`src/rtl/prog_loader_if.sv`:
```
// Byte-stream input and program-memory write/status outputs of the program loader.
// The loader itself connects through the slave modport.
interface prog_loader_if #(
    parameter int ADDR_W = 10,
    parameter int DATA_W = 18
);
    logic [7:0]        RX_DATA;
    logic              RX_VALID;
    logic              WR_EN;
    logic [ADDR_W-1:0] WR_ADDR;
    logic [DATA_W-1:0] WR_DATA;
    logic              CPU_RST;
    logic              LOAD_DONE;
    logic              LOAD_ERR;

    modport master (
        output RX_DATA, RX_VALID,
        input  WR_EN, WR_ADDR, WR_DATA, CPU_RST, LOAD_DONE, LOAD_ERR
    );

    modport slave (
        input  RX_DATA, RX_VALID,
        output WR_EN, WR_ADDR, WR_DATA, CPU_RST, LOAD_DONE, LOAD_ERR
    );
endinterface

```
`src/rtl/prog_loader.sv`:
```
// Parses SYNC/LEN/3-byte-word/CSUM frames from a UART byte strobe and writes 18-bit words
// into program memory, holding the MCU in reset until a frame loads with a good checksum.
module prog_loader #(
    parameter int         ADDR_W  = 10,
    parameter int         DATA_W  = 18,
    parameter logic [7:0] SYNC    = 8'hA5,
    parameter int         TIMEOUT = 1_000_000
) (
    input logic          CLK,
    input logic          RST,
    prog_loader_if.slave bus
);
    localparam int                TMO_W    = $clog2(TIMEOUT + 1);
    localparam int                CNT_W    = ADDR_W + 1;
    localparam logic [15:0]       MAX_LEN  = 16'(2 ** ADDR_W);
    localparam logic [TMO_W-1:0]  TMO_LAST = TMO_W'(TIMEOUT - 1);

    typedef enum logic [2:0] {
        S_IDLE   = 3'd0,
        S_LEN_HI = 3'd1,
        S_LEN_LO = 3'd2,
        S_B0     = 3'd3,
        S_B1     = 3'd4,
        S_B2     = 3'd5,
        S_CSUM   = 3'd6
    } state_t;

    state_t            state_r, state_s;
    logic [7:0]        len_hi_r, len_hi_s;
    logic [CNT_W-1:0]  len_r, len_s;
    logic [CNT_W-1:0]  idx_r, idx_s;
    logic [7:0]        sum_r, sum_s;
    logic [1:0]        b0_r, b0_s;
    logic [7:0]        b1_r, b1_s;
    logic [TMO_W-1:0]  tmo_r, tmo_s;
    logic              wr_en_r, wr_en_s;
    logic [ADDR_W-1:0] wr_addr_r, wr_addr_s;
    logic [DATA_W-1:0] wr_data_r, wr_data_s;
    logic              cpu_rst_r, cpu_rst_s;
    logic              done_r, done_s;
    logic              err_r, err_s;

    logic [15:0]       frame_len_s;
    logic [CNT_W-1:0]  idx_inc_s;

    assign frame_len_s = {len_hi_r, bus.RX_DATA};
    assign idx_inc_s   = idx_r + CNT_W'(1);

    // Next-state and next-output logic for the frame parser.
    always_comb begin
        state_s   = state_r;
        len_hi_s  = len_hi_r;
        len_s     = len_r;
        idx_s     = idx_r;
        sum_s     = sum_r;
        b0_s      = b0_r;
        b1_s      = b1_r;
        wr_en_s   = 1'b0;
        wr_addr_s = wr_addr_r;
        wr_data_s = wr_data_r;
        cpu_rst_s = cpu_rst_r;
        done_s    = 1'b0;
        err_s     = err_r;

        if (state_r == S_IDLE || bus.RX_VALID) begin
            tmo_s = {TMO_W{1'b0}};
        end else begin
            tmo_s = tmo_r + TMO_W'(1);
        end

        if (bus.RX_VALID) begin
            case (state_r)
                S_IDLE: begin
                    if (bus.RX_DATA == SYNC) begin
                        state_s   = S_LEN_HI;
                        cpu_rst_s = 1'b1;
                        err_s     = 1'b0;
                        idx_s     = {CNT_W{1'b0}};
                        sum_s     = 8'd0;
                    end else begin
                        state_s = S_IDLE;
                    end
                end
                S_LEN_HI: begin
                    len_hi_s = bus.RX_DATA;
                    state_s  = S_LEN_LO;
                end
                S_LEN_LO: begin
                    if (frame_len_s == 16'd0 || frame_len_s > MAX_LEN) begin
                        err_s   = 1'b1;
                        state_s = S_IDLE;
                    end else begin
                        len_s   = frame_len_s[CNT_W-1:0];
                        state_s = S_B0;
                    end
                end
                S_B0: begin
                    b0_s    = bus.RX_DATA[1:0];
                    sum_s   = sum_r + bus.RX_DATA;
                    state_s = S_B1;
                end
                S_B1: begin
                    b1_s    = bus.RX_DATA;
                    sum_s   = sum_r + bus.RX_DATA;
                    state_s = S_B2;
                end
                S_B2: begin
                    sum_s     = sum_r + bus.RX_DATA;
                    wr_en_s   = 1'b1;
                    wr_addr_s = idx_r[ADDR_W-1:0];
                    wr_data_s = {b0_r, b1_r, bus.RX_DATA};
                    idx_s     = idx_inc_s;
                    if (idx_inc_s == len_r) begin
                        state_s = S_CSUM;
                    end else begin
                        state_s = S_B0;
                    end
                end
                S_CSUM: begin
                    if (bus.RX_DATA == sum_r) begin
                        done_s    = 1'b1;
                        cpu_rst_s = 1'b0;
                    end else begin
                        err_s = 1'b1;
                    end
                    state_s = S_IDLE;
                end
                default: begin
                    state_s = S_IDLE;
                end
            endcase
        end else if (state_r != S_IDLE && tmo_r == TMO_LAST) begin
            // Stalled mid-frame: abandon the load but keep the MCU held in reset.
            err_s   = 1'b1;
            state_s = S_IDLE;
            tmo_s   = {TMO_W{1'b0}};
        end else begin
            state_s = state_r;
        end
    end

    // State, datapath and output registers with synchronous reset.
    always_ff @(posedge CLK) begin
        if (RST) begin
            state_r   <= S_IDLE;
            len_hi_r  <= 8'd0;
            len_r     <= {CNT_W{1'b0}};
            idx_r     <= {CNT_W{1'b0}};
            sum_r     <= 8'd0;
            b0_r      <= 2'd0;
            b1_r      <= 8'd0;
            tmo_r     <= {TMO_W{1'b0}};
            wr_en_r   <= 1'b0;
            wr_addr_r <= {ADDR_W{1'b0}};
            wr_data_r <= {DATA_W{1'b0}};
            cpu_rst_r <= 1'b0;
            done_r    <= 1'b0;
            err_r     <= 1'b0;
        end else begin
            state_r   <= state_s;
            len_hi_r  <= len_hi_s;
            len_r     <= len_s;
            idx_r     <= idx_s;
            sum_r     <= sum_s;
            b0_r      <= b0_s;
            b1_r      <= b1_s;
            tmo_r     <= tmo_s;
            wr_en_r   <= wr_en_s;
            wr_addr_r <= wr_addr_s;
            wr_data_r <= wr_data_s;
            cpu_rst_r <= cpu_rst_s;
            done_r    <= done_s;
            err_r     <= err_s;
        end
    end

    assign bus.WR_EN     = wr_en_r;
    assign bus.WR_ADDR   = wr_addr_r;
    assign bus.WR_DATA   = wr_data_r;
    assign bus.CPU_RST   = cpu_rst_r;
    assign bus.LOAD_DONE = done_r;
    assign bus.LOAD_ERR  = err_r;
endmodule

```
`src/flat_wrapper.sv`:
```
// flat-port wrapper written by rule: the top's interface ports become plain ports
module prog_loader_flat 
#(
    parameter int         ADDR_W  = 10,
    parameter int         DATA_W  = 18,
    parameter logic [7:0] SYNC    = 8'hA5,
    parameter int         TIMEOUT = 1_000_000
)
  (CLK, RST, bus_RX_DATA, bus_RX_VALID, bus_WR_EN, bus_WR_ADDR, bus_WR_DATA, bus_CPU_RST, bus_LOAD_DONE, bus_LOAD_ERR);
  prog_loader_if #(.ADDR_W(ADDR_W), .DATA_W(DATA_W)) bus_i ();
  input logic CLK;
  input logic RST;
  input wire logic [$bits(bus_i.RX_DATA)-1:0] bus_RX_DATA;
  input wire logic [$bits(bus_i.RX_VALID)-1:0] bus_RX_VALID;
  output wire logic [$bits(bus_i.WR_EN)-1:0] bus_WR_EN;
  output wire logic [$bits(bus_i.WR_ADDR)-1:0] bus_WR_ADDR;
  output wire logic [$bits(bus_i.WR_DATA)-1:0] bus_WR_DATA;
  output wire logic [$bits(bus_i.CPU_RST)-1:0] bus_CPU_RST;
  output wire logic [$bits(bus_i.LOAD_DONE)-1:0] bus_LOAD_DONE;
  output wire logic [$bits(bus_i.LOAD_ERR)-1:0] bus_LOAD_ERR;
  assign bus_i.RX_DATA = bus_RX_DATA;
  assign bus_i.RX_VALID = bus_RX_VALID;
  assign bus_WR_EN = bus_i.WR_EN;
  assign bus_WR_ADDR = bus_i.WR_ADDR;
  assign bus_WR_DATA = bus_i.WR_DATA;
  assign bus_CPU_RST = bus_i.CPU_RST;
  assign bus_LOAD_DONE = bus_i.LOAD_DONE;
  assign bus_LOAD_ERR = bus_i.LOAD_ERR;
  prog_loader #(.ADDR_W(ADDR_W), .DATA_W(DATA_W), .SYNC(SYNC), .TIMEOUT(TIMEOUT)) u_core (.CLK(CLK), .RST(RST), .bus(bus_i));
endmodule
```
`config.mk`:
```
export PLATFORM = sky130hd
export DESIGN_NAME = prog_loader_flat
export DESIGN_NICKNAME = d
export VERILOG_FILES = /design/src/rtl/prog_loader_if.sv /design/src/rtl/prog_loader.sv /design/src/flat_wrapper.sv
export SDC_FILE = /design/constraint.sdc
export NUM_CORES = 1
export LEC_CHECK = 0
export CORE_MARGIN = 2
export CORE_UTILIZATION = 52
export DETAILED_ROUTE_END_ITERATION = 6
export PLACE_DENSITY = 0.75
export SYNTH_ARGS = -nofsm -noshare
export SYNTH_HDL_FRONTEND = slang
export SYNTH_SLANG_ARGS = --single-unit
```
`constraint.sdc`:
```
create_clock -name CLK -period 2.2 [get_ports CLK]
set_clock_uncertainty 0.2 [all_clocks]
set_input_delay 0.44 -clock CLK [delete_from_list [all_inputs] [get_ports CLK]]
set_output_delay 0.44 -clock CLK [all_outputs]
set_load 0.02 [all_outputs]
```
==> results of run 1 <==
[synthesized netlist by cell type, drive strengths merged, types with 9 or more instances]
| library cell | n |
|---|---|
| nand2 | 114 |
| dfxtp | 103 |
| a21oi | 70 |
| nor2 | 58 |
| clkbuf | 29 |
| o21ai | 23 |
| nand3 | 22 |
| xnor2 | 18 |
| mux2i | 15 |
| nor3 | 14 |
| inv | 12 |
| xor2 | 10 |
| and3 | 9 |
| ha | 9 |
| nand4 | 9 |
[power breakdown]
part | total, mW | switching (mW) | internal, mW
combinational | 0.127 | 0.0791 | 0.0477
clock | 1.21 | 0.754 | 0.460
sequential | 1.86 | 0.000164 | 1.86
total | 3.20 | 0.833 | 2.37
[per-layer routing]
metal | vias to the layer above | global-route usage
li1 | 2270 | -
met1 | 2110 | 0.322
met2 | 119 | 0.423
met3 | 13 | 0.0284
met4 | 0 | 0.0801
met5 | - | 0
[final timing paths]
path | to | slack, ns | cells after the start
worst max-delay path | u_core.state_r[0] | -0.12 | 6
worst min-delay path | u_core.sum_r[1] | 0.23 | 2
worst max register to register | u_core.state_r[0] | -0.12 | 6
worst min register to register | u_core.tmo_r[0] | 0.25 | 1
[cell type report]
type                    count  share of cell area
multi-input cells         453               0.444
flip-flops and latches    103               0.338
repair buffers            113               0.153
well taps                 111              0.0226
clock buffers               9              0.0202
clock inverters             7              0.0145
inverters                  12             0.00734
[critical path: stages, from the launching register on]
cell and delay (ns):
sky130_fd_sc_hd__dfxtp_2 0.33, sky130_fd_sc_hd__or4_1 0.52, sky130_fd_sc_hd__or4_4 0.45, sky130_fd_sc_hd__nor2_4 0.11
sky130_fd_sc_hd__nor3_2 0.05, sky130_fd_sc_hd__or4_1 0.39, sky130_fd_sc_hd__o21ba_1 0.17
[cells by family (layout without fill, tap and decap cells)]
kind of cell,Yosys count,count (layout),synth area share
adders and majority gates,10,10,0.0272
and+or+nand+nor,275,275,0.272
muxes,16,16,0.0332
buffers and inverters,48,141,0.0447
AOI/OAI and AO/OA,124,124,0.149
xor gates and xnor gates,28,28,0.0504
DFF,103,103,0.424
[registers in the layout, indices dropped and copies added, names as in the netlist]
name and cells:
u_core.b0_r 2, u_core.b1_r 8, u_core.bus.CPU_RST 1, u_core.bus.LOAD_DONE 1, u_core.bus.LOAD_ERR 1, u_core.bus.WR_ADDR 10, u_core.bus.WR_DATA 18, u_core.bus.WR_EN 1
u_core.idx_r 11, u_core.len_hi_r 8, u_core.len_r 11, u_core.state_r 3, u_core.sum_r 8, u_core.tmo_r 20
[timing repair]
action	CTS	global route
pin swaps	9	13
endpoints found under the setup margin	28	44
setup buffers	2	3
gates resized for setup	21	30
hold buffers	0	0
[layout by cell type, fill, tap and decap left out, types with 4 or more instances in the layout]
cell type and count:
sky130_fd_sc_hd__mux2i_1 15, sky130_fd_sc_hd__and4_1 5, sky130_fd_sc_hd__dfxtp_1 95, sky130_fd_sc_hd__and3_1 7, sky130_fd_sc_hd__or2_2 4, sky130_fd_sc_hd__nor2_1 56, sky130_fd_sc_hd__nor3_1 13, sky130_fd_sc_hd__clkdlybuf4s50_1 33
sky130_fd_sc_hd__nand3_1 21, sky130_fd_sc_hd__inv_1 12, sky130_fd_sc_hd__nand4_1 9, sky130_fd_sc_hd__dfxtp_2 8, sky130_fd_sc_hd__ha_1 4, sky130_fd_sc_hd__buf_4 70, sky130_fd_sc_hd__nor2b_1 4, sky130_fd_sc_hd__o21a_1 4
sky130_fd_sc_hd__nand2_1 114, sky130_fd_sc_hd__and2_1 6, sky130_fd_sc_hd__xnor2_1 17, sky130_fd_sc_hd__xor2_1 10, sky130_fd_sc_hd__clkbuf_8 9, sky130_fd_sc_hd__ha_4 4, sky130_fd_sc_hd__nor4b_1 4, sky130_fd_sc_hd__a21oi_1 69
sky130_fd_sc_hd__or3_1 6, sky130_fd_sc_hd__o21ai_0 20
[metrics by stage]
step | power [mW] | setup slack, ns | instance area [sq um] | utilization
after detailed placement | 2.03 | -0.745 | 5750 | 0.629
after floorplan | 1.96 | -0.175 | 4880 | -
after global routing | 3.30 | -0.200 | 6130 | 0.670
after CTS | 3.22 | -0.218 | 6000 | 0.656
final | 3.20 | -0.121 | 6130 | 0.670
after global placement | 2.03 | -0.676 | 5750 | 0.629
==> load_flow_metrics.sql, run 1 <==
INSERT INTO impl_metrics (metric_group, metric, value, unit) VALUES
('min_path', 'worstHoldPathType', 'in2reg', ''),
('global_routing', 'grt_max_degree', '45', ''),
('floorplanning', 'top_level_ports', '43', ''),
('final_layout', 'multiInputGateArea', '0.00273', 'sq mm'),
('drt', 'highest_layer', 'met4', ''),
('clock_tree', 'clock_tree_from_tritoncts', 'yes', ''),
('clock_tree', 'ctsLongestPathBuffers', '2', ''),
('run_status', 'status', 'complete, but fails checks', ''),
('critical_path', 'rr_startpoint', 'u_core.tmo_r[12]', ''),
('placed_design', 'half_perimeter_wire_length_of_the_detailed_placement_result', '8640', 'um'),
('timing', 'final-max-slew-violation-count', '0', ''),
('global_routing', 'grt_first_pass_wirelength', '20000', 'um'),
('clock_tree', 'clkSinkCount', '103', ''),
('timing', 'post-route-period-util', '1.06', ''),
('floorplanning', 'fp-row-count', '35', ''),
('critical_path', 'setup.worst_path.class', 'reg2reg', ''),
('final_layout', 'layout.nets', '713', ''),
('synth', 'netlist_area', '0.00487', 'sq mm'),
('global_routing', 'number_of_antenna_violations_at_the_first_check_in_global_routing', '0', ''),
('clock_tree', 'h_tree_depth_reported_by_cts', '3', ''),
('floorplanning', 'floorplan.die_area', '0.0101', 'sq mm'),
('final_layout', 'final_cell_count_no_fill', '808', ''),
('synth', 'ys_warn_count', '0', ''),
('global_routing', 'global_route_total_overflow', '0', ''),
('drt', 'detail_route.first_pass.iterations', '5', ''),
('drt', 'dr_wl_met2', '6070', 'um'),
('final_layout', 'post_route_cells_drive_above_1_share', '0.191', ''),
('drt', 'drt-initial-drc-count', '300', ''),
('clock_tree', 'cts_root_buf', 'sky130_fd_sc_hd__clkbuf_8', ''),
('synth', 'synth.yosys.seq_area_share', '0.424', ''),
('floorplanning', 'die_x', '101', 'um'),
('global_routing', 'groute.usage.overall', '0.246', ''),
('timing', 'number_of_failing_setup_endpoints_in_the_final_timing_report', '2', ''),
('floorplanning', 'initial_utilization', '0.532', ''),
('power_and_ir_drop', 'vdd.ir_drop.worst', '0.293', 'mV'),
('synth', 'netlist-cell-type-count', '63', ''),
('timing', 'finalHoldViolCount', '0', ''),
('clock_tree', 'worst_skew_pair.late_latency', '0.38', 'ns'),
('synth', 'ys_top_cells_by_area', 'sky130_fd_sc_hd__dfxtp_1, sky130_fd_sc_hd__nand2_1, sky130_fd_sc_hd__a21oi_1, sky130_fd_sc_hd__nor2_1, sky130_fd_sc_hd__xnor2_1', ''),
('timing', 'layout_setup_ws', '-0.121', 'ns'),
('synth', 'synth-edff-count', '0', ''),
('timing', 'holdWs', '0.233', 'ns'),
('clock_tree', 'cts.reportedPaths.clkPinSlew', '0.11', 'ns'),
('power_and_ir_drop', 'power_leakage', '2.25', 'nW'),
('synth', 'synth_nets', '625', ''),
('critical_path', 'critPathLaunch', 'u_core.tmo_r[12]', ''),
('final_layout', 'layout-area-overhead-vs-synth', '26.0', '%'),
('drt', 'via_count', '4512', ''),
('drt', 'routed_length_on_met1', '5500', 'um'),
('drt', 'detail_route.vias_per_cell', '5.58', ''),
('synth', 'post_synth.cell_area_avg', '8.06', 'sq um'),
('flow_run', 'maxCapViolCount', '0', ''),
('timing', 'unrepaired_setup_endpoints_after_global_routing', 'yes', ''),
('floorplanning', 'floorplan.core_area', '0.00915', 'sq mm'),
('drt', 'wl', '12200', 'um'),
('synth', 'synth_seq_cells', '103', ''),
('critical_path', 'critPathCaptureType', 'flip-flop', ''),
('min_path', 'hold_start', 'RST', ''),
('critical_path', 'worst_ep_required_time', '2.28', 'ns'),
('timing', 'timing.max_slew.rel_slack', '0.708', ''),
('run_status', 'failing_checks', 'negative setup slack', ''),
('drt', 'route.antenna.remaining_nets', '0', ''),
('final_layout', 'fillCellCount', '765', ''),
('timing', 'final.min_clock_period', '2.32', 'ns'),
('synth', 'ys_dominant_reg_cell', 'sky130_fd_sc_hd__dfxtp_1', ''),
('critical_path', 'cp_launch_type', 'flip-flop', ''),
('final_layout', 'register_area', '0.00207', 'sq mm'),
('drt', 'routed-wl-met3', '523', 'um'),
('drt', 'drcViolationCount', '0', ''),
('timing', 'final_tns_setup', '-0.190', 'ns'),
('final_layout', 'antennaDiodeCount', '0', '');
No activity file was read; power rests on OpenSTA's default activity.
==> inputs of run 2 (changes only) <==
Settings changed: CORE_ASPECT_RATIO set to 0.9.
==> run 2 against run 1 <==
  * The run still ends with negative setup slack left
  * Non-clock buffer count up 14
  * Sequential power about the same
  * Register-to-register slack worse by 0.06 ns
  * Critical path depth unchanged
  * Routed wire length up 0.70%
==> load_flow_metrics.sql, run 2 (synthesized netlist as in run 1, its figures left out) <==
INSERT INTO impl_metrics (metric_group, metric, value, unit) VALUES
('clock_tree', 'clock_tree_from_tritoncts', 'yes', ''),
('power_and_ir_drop', 'power.share.combinational', '0.044', ''),
('final_layout', 'mostFrequentLayoutCell', 'sky130_fd_sc_hd__nand2_1', ''),
('power_and_ir_drop', 'clock_power_share', '0.361', ''),
('clock_tree', 'cts-buffers-inserted', '9', ''),
('critical_path', 'timing.critical_path.arrival', '2.45', 'ns'),
('drt', 'drt-initial-drc-count', '247', ''),
('clock_tree', 'ctsLongestPathBuffers', '2', ''),
('clock_tree', 'clkSinkCount', '103', ''),
('timing', 'timing.max_slew.rel_slack', '0.568', ''),
('power_and_ir_drop', 'total_switching_power', '702', 'uW'),
('drt', 'via_count', '4642', ''),
('timing', 'holdWs', '0.244', 'ns'),
('critical_path', 'critical_path.max_fanout', '2', ''),
('placed_design', 'numPlacedInstances', '813', ''),
('clock_tree', 'h_tree_depth_reported_by_cts', '3', ''),
('flow_run', 'maxCapViolCount', '0', ''),
('drt', 'route.antenna.remaining_nets', '0', ''),
('global_routing', 'groute.usage.overall', '0.252', ''),
('run_status', 'status', 'complete, but fails checks', ''),
('clock_tree', 'post_cts_hold_buffer_count', '0', ''),
('timing', 'final-max-slew-violation-count', '0', ''),
('timing', 'finalHoldViolCount', '0', ''),
('final_layout', 'fillCellCount', '758', ''),
('final_layout', 'max_flop_register', 'u_core.tmo_r', ''),
('clock_tree', 'worst_skew_pair.late_latency', '0.37', 'ns'),
('critical_path', 'cp_cell_sequence', 'or4_4 -> or4_4 -> nor2_4 -> nor3_2 -> or4_1 -> o21ba_1', ''),
('clock_tree', 'cts.reportedPaths.clkPinSlew', '0.10', 'ns'),
('critical_path', 'cp_slowest_stage_delay', '0.53', 'ns'),
('global_routing', 'number_of_antenna_violations_at_the_first_check_in_global_routing', '0', ''),
('floorplanning', 'fp-row-count', '33', ''),
('final_layout', 'antennaDiodeCount', '0', ''),
('power_and_ir_drop', 'power_density', '504', 'mW/mm^2'),
('floorplanning', 'top_level_ports', '43', ''),
('power_and_ir_drop', 'net_switching_fraction_of_the_power', '0.224', ''),
('critical_path', 'worst_ep_required_time', '2.27', 'ns'),
('final_layout', 'layout-area-overhead-vs-synth', '27.8', '%'),
('drt', 'detail_route.vias_per_cell', '5.59', ''),
('final_layout', 'multiInputGateArea', '0.00271', 'sq mm'),
('power_and_ir_drop', 'internal_power', '2.43', 'mW'),
('final_layout', 'register_area', '0.00207', 'sq mm'),
('global_routing', 'grt_pass1_vias', '4251', ''),
('power_and_ir_drop', 'power_frac_seq', '0.594', ''),
('critical_path', 'worst_setup_slack_for_register_to_register_paths', '-0.18', 'ns'),
('timing', 'final.min_clock_period', '2.38', 'ns'),
('placed_design', 'gpl.final_weighted_congestion', '0.956', ''),
('timing', 'post-route-period-util', '1.08', ''),
('timing', 'layout_setup_ws', '-0.178', 'ns'),
('critical_path', 'setup.worst_path.class', 'reg2reg', ''),
('min_path', 'worstHoldPathType', 'reg2reg', ''),
('final_layout', 'final_cell_count_no_fill', '831', ''),
('final_layout', 'max_reg_flops', '20', ''),
('global_routing', 'global_route_total_overflow', '0', ''),
('floorplanning', 'die_x', '106', 'um'),
('final_layout', 'post_route_cells_drive_above_1_share', '0.188', ''),
('drt', 'detail_route.first_pass.iterations', '5', ''),
('floorplanning', 'initial_utilization', '0.533', ''),
('run_status', 'failing_checks', 'negative setup slack', ''),
('power_and_ir_drop', 'power_leakage', '2.32', 'nW'),
('floorplanning', 'floorplan.die_area', '0.0102', 'sq mm'),
('final_layout', 'layout_common_cells', 'sky130_fd_sc_hd__nand2_1, sky130_fd_sc_hd__dfxtp_1, sky130_fd_sc_hd__buf_4', ''),
('timing', 'final_tns_setup', '-0.265', 'ns'),
('critical_path', 'worst_path_max_delay_cell', 'sky130_fd_sc_hd__or4_4', ''),
('placed_design', 'place.port_buffers', '42', ''),
('global_routing', 'grt_max_degree', '54', ''),
('timing', 'number_of_failing_setup_endpoints_in_the_final_timing_report', '2', ''),
('power_and_ir_drop', 'vdd.ir_drop.worst', '0.367', 'mV'),
('drt', 'wl_per_cell', '14.8', 'um'),
('global_routing', 'grt_first_pass_wirelength', '20200', 'um'),
('drt', 'drcViolationCount', '0', ''),
('timing', 'tightestPinTransition', '0.646', 'ns'),
('timing', 'clock.fmax', '420', 'MHz'),
('floorplanning', 'floorplan.core_area', '0.00913', 'sq mm'),
('final_layout', 'layout.nets', '727', ''),
('floorplanning', 'die_y', '95.8', 'um'),
('placed_design', 'half_perimeter_wire_length_of_the_detailed_placement_result', '9040', 'um'),
('clock_tree', 'cts_root_buf', 'sky130_fd_sc_hd__clkbuf_8', ''),
('critical_path', 'critPathCaptureType', 'flip-flop', ''),
('drt', 'wl', '12300', 'um'),
('critical_path', 'cp_launch_type', 'flip-flop', ''),
('critical_path', 'timing.critical_path.mode_cell', 'sky130_fd_sc_hd__or4_4', ''),
('timing', 'unrepaired_setup_endpoints_after_global_routing', 'yes', '');
==> run 2: cell count changes in the layout (fill, tap and decap cells not counted), sizes merged <==
cell,change
dlygate4sd2,+3
clkinv,-2
bufinv,+1
clkbuf,-1
clkdlybuf4s15,-1
inv,-2
buf,+14
==> run 2: path summary, 6_finish.rpt <==
path / cells after the start / from / end
min reg2reg: 1 / u_core.tmo_r[0] / u_core.tmo_r[0]
max reg2reg: 6 / u_core.tmo_r[15] / u_core.state_r[0]
max: 6 / u_core.tmo_r[15] / u_core.state_r[0]
min: 1 / u_core.tmo_r[0] / u_core.tmo_r[0]
==> run 2: worst max-delay path: cells and delay by family, from the launching register on <==
family	cells	cell delay [ns]
DFF	1	0.33
and+or+nand+nor	5	1.58
AOI/OAI and AO/OA	1	0.18
==> run 2: power by group through the flow <==
stage               combinational [mW]  clock, mW  sequential (mW)
finish                           0.139       1.13             1.86
global route                     0.150       1.23             1.86
CTS                              0.134       1.15             1.86
detailed placement               0.136          0             1.91
global placement                 0.132          0             1.91
floorplan                       0.0557          0             1.91
==> run 2: layout make-up <==
cell class / instances / share of cell area
flip-flops and latches: 103 / 0.332
clock buffers: 10 / 0.0205
well taps: 122 / 0.0245
clock inverters: 4 / 0.00784
repair buffers: 127 / 0.173
inverters: 12 / 0.00724
multi-input cells: 453 / 0.435
==> run 2: through the flow <==
| step | worst slack [ns] | instance area, sq um | power, mW | utilization |
|---|---|---|---|---|
| floorplan | -0.175 | 4880 | 1.96 | - |
| global placement | -0.664 | 5900 | 2.04 | 0.647 |
| detailed placement | -0.762 | 5900 | 2.04 | 0.647 |
| CTS | -0.257 | 6140 | 3.15 | 0.673 |
| global route | -0.208 | 6220 | 3.24 | 0.682 |
| finish | -0.178 | 6220 | 3.13 | 0.682 |
==> run 2: routing by layer <==
layer / GRT usage / wire length [um] / share of wire / up-vias
met4: 0.0833 / 332 / 0.027 / 0
met5: 0 / 0 / 0 / -
met3: 0.0623 / 729 / 0.059 / 30
met1: 0.314 / 5290 / 0.43 / 2184
met2: 0.432 / 5970 / 0.48 / 131
li1: - / - / - / 2297
==> run 2: timing repair <==
item,4_1_cts,5_1_grt
pin swaps,9,9
setup endpoints to repair,46,44
cloned,0,0
resized for setup,20,17
buffers inserted,2,2
==> edit (config.mk and constraints of run 1) <==
`ADDR_W` is set to 10 in 3 places; all go to 11.
--- a/src/rtl/prog_loader_if.sv
+++ b/src/rtl/prog_loader_if.sv
@@ -2,5 +2,5 @@
 // The loader itself connects through the slave modport.
 interface prog_loader_if #(
-    parameter int ADDR_W = 10,
+    parameter int ADDR_W = 11,
     parameter int DATA_W = 18
 );
--- a/src/rtl/prog_loader.sv
+++ b/src/rtl/prog_loader.sv
@@ -2,5 +2,5 @@
 // into program memory, holding the MCU in reset until a frame loads with a good checksum.
 module prog_loader #(
-    parameter int         ADDR_W  = 10,
+    parameter int         ADDR_W  = 11,
     parameter int         DATA_W  = 18,
     parameter logic [7:0] SYNC    = 8'hA5,
--- a/src/flat_wrapper.sv
+++ b/src/flat_wrapper.sv
@@ -2,5 +2,5 @@
 module prog_loader_flat 
 #(
-    parameter int         ADDR_W  = 10,
+    parameter int         ADDR_W  = 11,
     parameter int         DATA_W  = 18,
     parameter logic [7:0] SYNC    = 8'hA5,
Interface: changed (resized bus_WR_ADDR); port bits go from 43 to 44. No check against the original RTL was run, so the function may have changed too.
==> edit against run 1 <==
The flow still finishes with violations (setup timing). Worst setup slack got worse by 210 ps. Core utilization rose by 4.9 points. Cell area rose by 8.3%. Routed wire length rose by 14%. Total power rose by 1.3%. Sequential cell count rose by 3. First-iteration DRC count fell by 4.7%. Cell count rose by 5.9%. Die area rose by 1.4%. Area after synthesis rose by 1.5%. Critical endpoint is now u_core.bus.LOAD_ERR.
==> edit: results (changes against run 1) <==
[status]
status = finished, violations left  ; unchanged
violations = setup timing  ; unchanged

[global_route]
met2_usage = 0.451  ; was 0.423
use_met3 = 0.0552  ; was 0.0284
grt_pass1_wl_um = 21500  ; was 20000 um

[routing]
drtIter0Drc = 286  ; was 300
wire_per_inst_um = 16.4  ; was 15.1 um
vias = 4841  ; was 4512
wl_met1_um = 5730  ; was 5500 um
met3_length_um = 809  ; was 523 um

[setup_path]
crit_fanout = 3  ; was 2
r2r_end = u_core.bus.LOAD_ERR  ; was u_core.state_r[0]
r2r_slack_ps = -320  ; was -120 ps
worst_r2r_startpoint = u_core.len_hi_r[2]  ; was u_core.tmo_r[12]
cp_slowest_cell = or4b_1  ; was or4_1

[clock_tree]
cts_setup_buffers = 7  ; was 2

[synthesis]
ys_seq_area_frac = 0.430  ; was 0.424
synth.area.mux_share = 0.0284  ; was 0.0332
syn_nets = 633  ; was 625
ys_types = 55  ; was 63
syn_avg_cell_area_um2 = 8.07  ; was 8.06 um^2
synth_adder_area_share = 0.0268  ; was 0.0272

[timing]
slew_headroom = 0.576  ; was 0.708
setup_viol_count_final = 38  ; was 2
worst_slack_ps = -327  ; was -121 ps

[place]
dpl_cell_area_um2 = 6120  ; was 5750 um^2
place_hpwl_um = 8810  ; was 8640 um

[power_and_ir_drop]
peakVddDrop_uv = 389  ; was 293 uV

[hold_path]
hp-start = u_core.bus.WR_ADDR[5]  ; was RST

[final_layout]
drive_above_1_share = 0.241  ; was 0.191

-- edit: cell count changes after synthesis, sizes merged, moves of 4 or more --
cell and delta:
and3 -4, nand3 -4, nor3 -5, nor2 +7, xor2 +6, nand2 -5, or3 +7, nor4b -5
-- edit: power groups by stage --
| stage | registers [mW] | clock network (mW) | logic [mW] |
|---|---|---|---|
| 2_1_floorplan | 1.96 | 0 | 0.0583 |
| 3_3_place_gp | 1.96 | 0 | 0.141 |
| 3_5_place_dp | 1.96 | 0 | 0.144 |
| 4_1_cts | 1.92 | 1.18 | 0.145 |
| 5_1_grt | 1.92 | 1.27 | 0.169 |
| 6_report | 1.92 | 1.17 | 0.161 |
-- edit: metrics by stage --
| stage | setup slack [ps] | hold slack (ps) | TNS [ps] | util |
|---|---|---|---|---|
| after floorplan | -108 | 231 | -1810 | - |
| after global placement | -806 | 239 | -29430 | 0.663 |
| after detailed placement | -881 | 247 | -31360 | 0.663 |
| after CTS | -203 | 261 | -4150 | 0.703 |
| after global routing | -335 | 287 | -5650 | 0.719 |
| final | -327 | 259 | -3230 | 0.719 |
-- edit: final cells by class --
class	instances	area, um^2	area share
Inverter	11	41.3	0.00622
Clock inverter	7	62.6	0.00942
Tap cell	129	161	0.0243
Sequential cell	106	2140	0.322
Multi-Input combinational cell	459	2920	0.439
Timing Repair Buffer	135	1200	0.180
Clock buffer	9	124	0.0186
-- edit: how the worst max path moves through the flow --
stage,start,endpoint,cells past startpoint
after global routing,u_core.len_hi_r[2],u_core.bus.LOAD_ERR,5
after CTS,u_core.sum_r[4],u_core.bus.LOAD_ERR,7
final,bus_RX_DATA[0],u_core.bus.LOAD_ERR,7
after floorplan,bus_RX_DATA[6],u_core.idx_r[0],7
after global placement,bus_RX_DATA[1],u_core.sum_r[6],9
after detailed placement,bus_RX_DATA[1],u_core.sum_r[6],9
